===== config.mk =====
export PLATFORM = sky130hd
export DESIGN_NAME = freq_gate_ctrl
export DESIGN_NICKNAME = d
export VERILOG_FILES = /design/src/rtl/freq_gate_ctrl.sv
export SDC_FILE = /design/constraint.sdc
export NUM_CORES = 1
export LEC_CHECK = 0
export CORE_MARGIN = 10
export CORE_UTILIZATION = 47
export CTS_BUF_LIST = sky130_fd_sc_hd__clkbuf_4
export CTS_CLUSTER_DIAMETER = 80
export DETAILED_ROUTE_END_ITERATION = 10
export PLACE_DENSITY = 0.78
export SKIP_LAST_GASP = 1
export SYNTH_ARGS = -nofsm -noshare
export SYNTH_HDL_FRONTEND = slang
export SYNTH_SLANG_ARGS = --single-unit

===== constraint.sdc =====
create_clock -name CLK -period 2.9 [get_ports CLK]
set_input_delay 0.435 -clock CLK [delete_from_list [all_inputs] [get_ports CLK]]
set_output_delay 0.435 -clock CLK [all_outputs]
set_load 0.02 [all_outputs]

===== src/rtl/freq_gate_ctrl.sv =====
// Gate-window sequencer for the 6-digit BCD frequency counter: clear, gate, settle,
// latch and hold phases timed from the reference clock, with continuous and single-shot modes.
module freq_gate_ctrl #(
    parameter int CNT_W         = 24,
    parameter int CLR_CYCLES    = 2,
    parameter int GATE_CYCLES   = 1000,
    parameter int SETTLE_CYCLES = 2,
    parameter int HOLD_CYCLES   = 500
) (
    input  logic             CLK,
    input  logic             RST_N,
    input  logic             RUN,
    input  logic             ONESHOT,
    input  logic [CNT_W-1:0] CNT_Q,
    output logic             CNT_ENA,
    output logic             CNT_CLR,
    output logic [CNT_W-1:0] RESULT,
    output logic             RESULT_VALID,
    output logic             BUSY,
    output logic [7:0]       MEAS_COUNT
);

    // state  | meaning
    // IDLE   | waiting for RUN or ONESHOT
    // CLEAR  | counter held in clear
    // GATE   | counter enabled (gate window)
    // SETTLE | gate closed, letting CNT_Q settle across domains
    // LATCH  | sample CNT_Q into RESULT
    // HOLD   | display hold before next measurement
    typedef enum logic [2:0] {
        S_IDLE, S_CLEAR, S_GATE, S_SETTLE, S_LATCH, S_HOLD
    } state_t;

    localparam int MAX_AB  = (CLR_CYCLES > GATE_CYCLES) ? CLR_CYCLES : GATE_CYCLES;
    localparam int MAX_CD  = (SETTLE_CYCLES > HOLD_CYCLES) ? SETTLE_CYCLES : HOLD_CYCLES;
    localparam int MAX_CYC = (MAX_AB > MAX_CD) ? MAX_AB : MAX_CD;
    localparam int TMR_W   = $clog2(MAX_CYC) + 1;

    localparam logic [TMR_W-1:0] CLR_LOAD    = TMR_W'(CLR_CYCLES - 1);
    localparam logic [TMR_W-1:0] GATE_LOAD   = TMR_W'(GATE_CYCLES - 1);
    localparam logic [TMR_W-1:0] SETTLE_LOAD = TMR_W'(SETTLE_CYCLES - 1);
    localparam logic [TMR_W-1:0] HOLD_LOAD   = TMR_W'(HOLD_CYCLES - 1);

    state_t             state_q, state_d;
    logic [TMR_W-1:0]   timer_q, timer_d;
    logic               single_q, single_d;
    logic [CNT_W-1:0]   result_q, result_d;
    logic [7:0]         meas_count_q, meas_count_d;
    logic               cnt_ena_q, cnt_ena_d;
    logic               cnt_clr_q, cnt_clr_d;
    logic               result_valid_q, result_valid_d;
    logic               busy_q, busy_d;
    logic               abort;
    logic               tmr_done;

    always_comb begin
        state_d      = state_q;
        timer_d      = timer_q;
        single_d     = single_q;
        result_d     = result_q;
        meas_count_d = meas_count_q;
        abort        = !single_q && !RUN;
        tmr_done     = (timer_q == '0);

        case (state_q)
            S_IDLE: begin
                if (RUN) begin
                    state_d  = S_CLEAR;
                    timer_d  = CLR_LOAD;
                    single_d = 1'b0;
                end else if (ONESHOT) begin
                    state_d  = S_CLEAR;
                    timer_d  = CLR_LOAD;
                    single_d = 1'b1;
                end
            end
            S_CLEAR, S_GATE, S_SETTLE: begin
                // Continuous runs abort only before the latch point.
                if (abort) begin
                    state_d = S_IDLE;
                    timer_d = '0;
                end else if (tmr_done) begin
                    case (state_q)
                        S_CLEAR: begin state_d = S_GATE;   timer_d = GATE_LOAD;   end
                        S_GATE:  begin state_d = S_SETTLE; timer_d = SETTLE_LOAD; end
                        default: begin state_d = S_LATCH;  timer_d = '0;          end
                    endcase
                end else begin
                    timer_d = timer_q - TMR_W'(1);
                end
            end
            S_LATCH: begin
                result_d     = CNT_Q;
                meas_count_d = meas_count_q + 8'd1;
                state_d      = S_HOLD;
                timer_d      = HOLD_LOAD;
            end
            S_HOLD: begin
                if (tmr_done) begin
                    if (!single_q && RUN) begin
                        state_d = S_CLEAR;
                        timer_d = CLR_LOAD;
                    end else begin
                        state_d  = S_IDLE;
                        timer_d  = '0;
                        single_d = 1'b0;
                    end
                end else begin
                    timer_d = timer_q - TMR_W'(1);
                end
            end
            default: begin
                state_d  = S_IDLE;
                timer_d  = '0;
                single_d = 1'b0;
            end
        endcase

        cnt_clr_d      = (state_d == S_CLEAR);
        cnt_ena_d      = (state_d == S_GATE);
        busy_d         = (state_d != S_IDLE);
        result_valid_d = (state_q == S_LATCH);
    end

    always_ff @(posedge CLK or negedge RST_N) begin
        if (!RST_N) begin
            state_q        <= S_IDLE;
            timer_q        <= '0;
            single_q       <= 1'b0;
            result_q       <= '0;
            meas_count_q   <= '0;
            cnt_ena_q      <= 1'b0;
            cnt_clr_q      <= 1'b0;
            result_valid_q <= 1'b0;
            busy_q         <= 1'b0;
        end else begin
            state_q        <= state_d;
            timer_q        <= timer_d;
            single_q       <= single_d;
            result_q       <= result_d;
            meas_count_q   <= meas_count_d;
            cnt_ena_q      <= cnt_ena_d;
            cnt_clr_q      <= cnt_clr_d;
            result_valid_q <= result_valid_d;
            busy_q         <= busy_d;
        end
    end

    assign CNT_ENA      = cnt_ena_q;
    assign CNT_CLR      = cnt_clr_q;
    assign RESULT       = result_q;
    assign RESULT_VALID = result_valid_q;
    assign BUSY         = busy_q;
    assign MEAS_COUNT   = meas_count_q;

endmodule


==> results of run 1 <==
[layout make-up]
cell class / instances / area, um2 / area share (%)
clock buffers: 5 / 37.54 / 1.197
clock inverters: 3 / 23.77 / 0.7579
inverters: 5 / 18.77 / 0.5983
multi-input cells: 189 / 1039 / 33.11
flip-flops and latches: 51 / 1276 / 40.69
well taps: 67 / 83.83 / 2.673
repair buffers: 67 / 658.1 / 20.98
[logic make-up after synthesis]
| family | count (synthesis) | share of synthesized area [%] |
|---|---|---|
| XOR/XNOR | 9 | 3.328 |
| adder cells (fa/ha/maj) | 2 | 1.056 |
| AO/OA/AOI/OAI | 37 | 11.25 |
| flip-flops | 51 | 53.88 |
| AND/OR/NAND/NOR | 139 | 27.36 |
| multiplexers | 2 | 0.8453 |
| buffers and inverters | 13 | 2.271 |
[final timing paths]
path	from	cells after the start	end
max	timer_q[0]	7	timer_q[1]
min	MEAS_COUNT[7]	1	MEAS_COUNT[7]
max reg2reg	timer_q[0]	7	timer_q[1]
min reg2reg	MEAS_COUNT[7]	1	MEAS_COUNT[7]
max in group asynchronous	RST_N	3	RESULT[12]
min in group asynchronous	RST_N	2	MEAS_COUNT[0]
[metrics by stage]
step / hold WS [ns] / setup WS, ns
after CTS: 0.4905 / 0.8128
after detailed placement: 0.4256 / 0.7511
after global routing: 0.4952 / 0.6220
after floorplan: 0.1394 / 1.117
after global placement: 0.4300 / 0.7874
final: 0.4887 / 0.7934
[critical path, stage by stage (launching register included)]
cell and delay, ns:
dfrtp_1 0.46, inv_1 0.08, ha_1 0.19, nor3b_4 0.39, nand4_4 0.19, a21oi_2 0.36
a21oi_1 0.07, a211o_1 0.27
[report_power, final]
group / internal, uW / switching (uW) / leakage (uW) / total [uW]
logic: 68.5 / 58.0 / 0.000793 / 126
clock network: 97.5 / 235 / 0.0000278 / 333
registers: 729 / 9.94 / 0.000608 / 739
[registers in the layout, indices dropped and copies added, names as in the netlist]
register and count:
single_q 1, MEAS_COUNT 8, RESULT_VALID 1, BUSY 1, timer_q 11, CNT_ENA 1, CNT_CLR 1, state_q 3
RESULT 24
[routing by layer]
| layer | up-vias | track usage (%) | part of all wire, % |
|---|---|---|---|
| li1 | 981 | - | - |
| met1 | 925 | 18.31 | 46 |
| met2 | 66 | 22.08 | 46 |
| met3 | 8 | 3.621 | 6.2 |
| met4 | 0 | 4.439 | 1.3 |
| met5 | - | 0 | 0 |
[layout by cell type, fill, tap and decap left out, types with 2 or more instances in the layout]
master | Yosys | final
clkbuf_4 | 0 | 5
or3_1 | 2 | 2
xnor2_1 | 7 | 7
nand2b_1 | 2 | 2
or2_2 | 2 | 2
nor3_1 | 4 | 4
ha_1 | 2 | 2
a21o_1 | 3 | 3
nor2_1 | 12 | 12
inv_1 | 5 | 5
mux2i_1 | 2 | 2
o21ai_0 | 9 | 9
nand4_1 | 2 | 2
dfrtp_1 | 51 | 51
nor3b_1 | 2 | 2
o311ai_0 | 2 | 2
a21oi_1 | 6 | 6
buf_4 | 0 | 3
a211o_1 | 2 | 2
xor2_1 | 2 | 2
clkdlybuf4s50_1 | 0 | 62
nand2_1 | 94 | 94
clkinvlp_4 | 0 | 2
nor4_1 | 2 | 2
nand3_1 | 5 | 5
==> impl_metrics.ini, run 1 <==
[outcome]
outcome = completed

[drt]
wirelength_um = 5731
ant_nets = 0
drc_errors = 0
dr.pass1.iters = 4
drt_iter0_drc = 122
routedWlPerCell_um = 14.81
vias = 1980
via_per_inst = 5.116

[global_route]
grt_max_degree = 32
grt_pass1_vias = 1892
grt_pass1_wl_um = 9694
antenna_found_initial = 0
track_usage_pct = 13.99
overflow = 0

[final_layout]
fillers = 417
syn_to_final_growth_pct = 32.44
utilization_pct = 65.12
final_cells = 387
n_antenna_cell = 0
fin_area_um2 = 3137
drive_gt1_share_pct = 8.438
nets = 349

[worst_setup_path]
crit_arrival_ns = 2.38
startpoint_type = flop
worst-setup-path-type = flop to flop
crit_fanout = 8
ff2ff_setup_slack_ns = 0.79
crit_required_ns = 3.18
crit_path_end_kind = flop

[sta]
period_minus_slack_ns = 2.107
skew_ns = 0.009825
fmax_ghz = 0.4747
setup_violations = 0
max_slew.worst_pin.slew_ns = 0.5772
slew_headroom_pct = 61.46
finalCritPeriodShare_pct = 72.64
rsz0062_at_grt = false
hold_viol = 0
finalSetupTns_ns = 0
final_max_slew_viol_count = 0

[place]
placedInstanceArea_um2 = 3065
dpl.hpwl_um = 4222
io_buffers = 63
numPlacedInstances = 378
place_congestion = 0.8772

[yosys]
synthArstFlopShare_pct = 100.0
ys_ff_latch = 51
yosys.area.top_type = dfrtp_1
yosysTopAreaCellShare_pct = 53.88
ys_dominant_reg_cell = dfrtp_1
ys_top_cells_by_area = dfrtp_1 (54%), nand2_1 (15%), xnor2_1 (2.6%), o21ai_0 (1.9%), nor2_1 (1.9%)
synthCells = 253
yosys-top-cells-count = nand2_1 (94), dfrtp_1 (51), nor2_1 (12), o21ai_0 (9), xnor2_1 (7)
synth_cell_type_count = 50
ys_seq_area_share_pct = 53.88
synthesis.area_um2 = 2369
synth_edf_count = 0
yosysWarningCount = 0
syn_area_per_cell_um2 = 9.362
synth.most_common_cell = nand2_1
syn-num-nets = 283

[pwr]
ir_drop_mv = 0.2437
leakagePower_uw = 0.001429
powerDensity_nw_per_um2 = 382.0
power_uw = 1198

[clock_network]
cts_tree = yes
insertion_delay_ns = 0.38
htreeDepth = 2
clkTransAtPathRegs_ns = 0.15
cts_num_sinks = 51
ctsResizeCount = 0
postCtsSetupRepairBufs = 0
clock_path_buffers = 2
hold_buffers = 1
cts_buffers = 5
cts-root-buf = clkbuf_4

[min_path]
min_path_type = flop to flop

[floorplan]
dieArea_um2 = 8279
initial_core_util_pct = 49.17
io_pins = 64
die_y_um = 90.99
rows = 25
die_w_um = 90.99
core_um2 = 4817

[run]
cap_violations = 0
No activity file was read; power rests on OpenSTA's default activity.
==> inputs of run 2 (changes only) <==
==> constraint.sdc (replaced) <==
create_clock -name CLK -period 2 [get_ports CLK]
set_input_delay 0.3 -clock CLK [delete_from_list [all_inputs] [get_ports CLK]]
set_output_delay 0.3 -clock CLK [all_outputs]
set_load 0.02 [all_outputs]
==> run 2 against run 1 <==
  * Total power grew 39%
  * Register-to-register slack lost 0.68 ns
  * Setup slack lost 0.68 ns
  * Highest routed layer unchanged
  * Die area is the same
  * Clock skew shrank 0.0041 ns
==> impl_metrics.ini, run 2 (synthesized netlist as in run 1, its figures left out) <==
[global_route]
grt_max_degree = 25
antenna_found_initial = 0
grt_pass1_vias = 1909
grt_pass1_wl_um = 9597
grt_util_met3_pct = 3.539
grt.busiest_layer = met2
use_met1_pct = 18.61
grtUsageMet2_pct = 21.48
overflow = 0
track_usage_pct = 13.78

[outcome]
outcome = completed

[clock_network]
clock_path_buffers = 2
cts-root-buf = clkbuf_4
clkTransAtPathRegs_ns = 0.13
cts_num_sinks = 51
cts_tree = yes
htreeDepth = 2
insertion_delay_ns = 0.36
cts_buffers = 5

[final_layout]
syn_to_final_growth_pct = 38.35
n_antenna_cell = 0
nets = 367
fillers = 414
final_common_cell = nand2_1
drive_gt1_share_pct = 13.06
layout_common_cells = nand2_1 (94), clkdlybuf4s50_1 (62), dfrtp_1 (51)
largest_reg_flops = 24

[drt]
via_per_inst = 5.064
drt_iter0_drc = 99
drc_errors = 0
wirelength_um = 5765
vias = 2046
ant_nets = 0
routedWlPerCell_um = 14.27
dr.pass1.iters = 4

[sta]
finalCritPeriodShare_pct = 94.57
setup_violations = 0
final.setup.worst_slack_ns = 0.1085
slew_headroom_pct = 63.58
fmax_ghz = 0.5287
hold_viol = 0
skew_ns = 0.005759
max_slew.worst_pin.slew_ns = 0.5463
final_max_slew_viol_count = 0
period_minus_slack_ns = 1.891

[run]
cap_violations = 0

[worst_setup_path]
cp_slowest_cell = dfrtp_1
crit_fanout = 5
worst-setup-path-type = flop to flop
crit_path_end_kind = flop
slowest_delay_ns = 0.40
crit_required_ns = 2.28
startpoint_type = flop
path_cells = inv_1 -> ha_1 -> nor3b_4 -> nand3_1 -> a211oi_2 -> a211oi_4 -> nor3_1
crit_arrival_ns = 2.17

[floorplan]
core_um2 = 4817
initial_core_util_pct = 49.17
rows = 25
die_y_um = 90.99
dieArea_um2 = 8279
io_pins = 64
die_w_um = 90.99

[pwr]
powerDensity_nw_per_um2 = 509.9
leakagePower_uw = 0.001527
ir_drop_mv = 0.3400
power_uw = 1671

[min_path]
min_path_type = primary input to asynchronous set/reset pin

[place]
dpl_worst_slack_ns = 0.02838
io_buffers = 63
place_congestion = 0.9704
dpl.hpwl_um = 4522
==> run 2: layout make-up <==
type,count,area [um2],area share [%]
Clock buffer,5,37.54,1.145
Clock inverter,2,8.758,0.2673
Inverter,5,18.77,0.5727
Multi-Input combinational cell,189,1059,32.30
Sequential cell,51,1276,38.95
Tap cell,67,83.83,2.558
Timing Repair Buffer,85,793.3,24.21
==> run 2: routing by layer <==
layer  wire [um]  share of wire, %
met1        2620                45
met2        2684                47
met3         407               7.1
met5           0                 0
met4          52              0.90
==> run 2: where the power goes <==
part | internal [uW] | total (uW) | switching [uW]
Sequential | 1060 | 1070 | 13.4
Combinational | 101 | 185 | 84.4
Clock | 125 | 416 | 291
Total | 1280 | 1670 | 389
==> run 2: worst paths after layout <==
kind,startpoint,end,slack [ns],cells after the start
setup / recovery,timer_q[1],CNT_ENA,0.11,7
hold / removal,RST_N,timer_q[3],0.44,2
setup reg to reg,timer_q[1],CNT_ENA,0.11,7
hold reg to reg,RESULT[1],RESULT[1],0.49,2
max in group asynchronous,RST_N,RESULT[23],0.96,3
min in group CLK,CNT_Q[12],RESULT[12],0.45,3
==> run 2: stage by stage <==
stage               instance area (um2)  cells  utilization (%)    TNS, ns  hold slack (ns)
finish                             3277    404            68.03          0           0.4440
global route                       3277    404            68.03  -0.009595           0.4471
CTS                                3249    403            67.45          0           0.4405
detailed placement                 3193    395            66.29          0           0.3208
global placement                   3193    395            66.29          0           0.3234
floorplan                          2369    253                -          0         0.004409
==> run 2: what timing repair did <==
action                     CTS  global route
setup buffers                0             1
setup endpoints to repair    0             7
hold buffers                 1             0
hold endpoints to repair    22             0
resized for setup            0             4
==> run 2: worst max-delay path: cells and delay by family (launching register included) <==
family | cells | cell delay [ns]
compound gates | 2 | 0.42
flops | 1 | 0.40
buf+inv | 1 | 0.06
simple gates | 3 | 0.74
fa+ha+maj | 1 | 0.18
==> inputs of run 3 (changes only) <==
--- a/config.mk
+++ b/config.mk
@@ -5,6 +5,7 @@
 export SDC_FILE = /design/constraint.sdc
 export NUM_CORES = 1
 export LEC_CHECK = 0
+export CAP_MARGIN = 20
 export CORE_MARGIN = 10
 export CORE_UTILIZATION = 47
 export CTS_BUF_LIST = sky130_fd_sc_hd__clkbuf_4
==> results of run 3 <==
The final DEF is identical to that of run 2; final timing and power are the same.
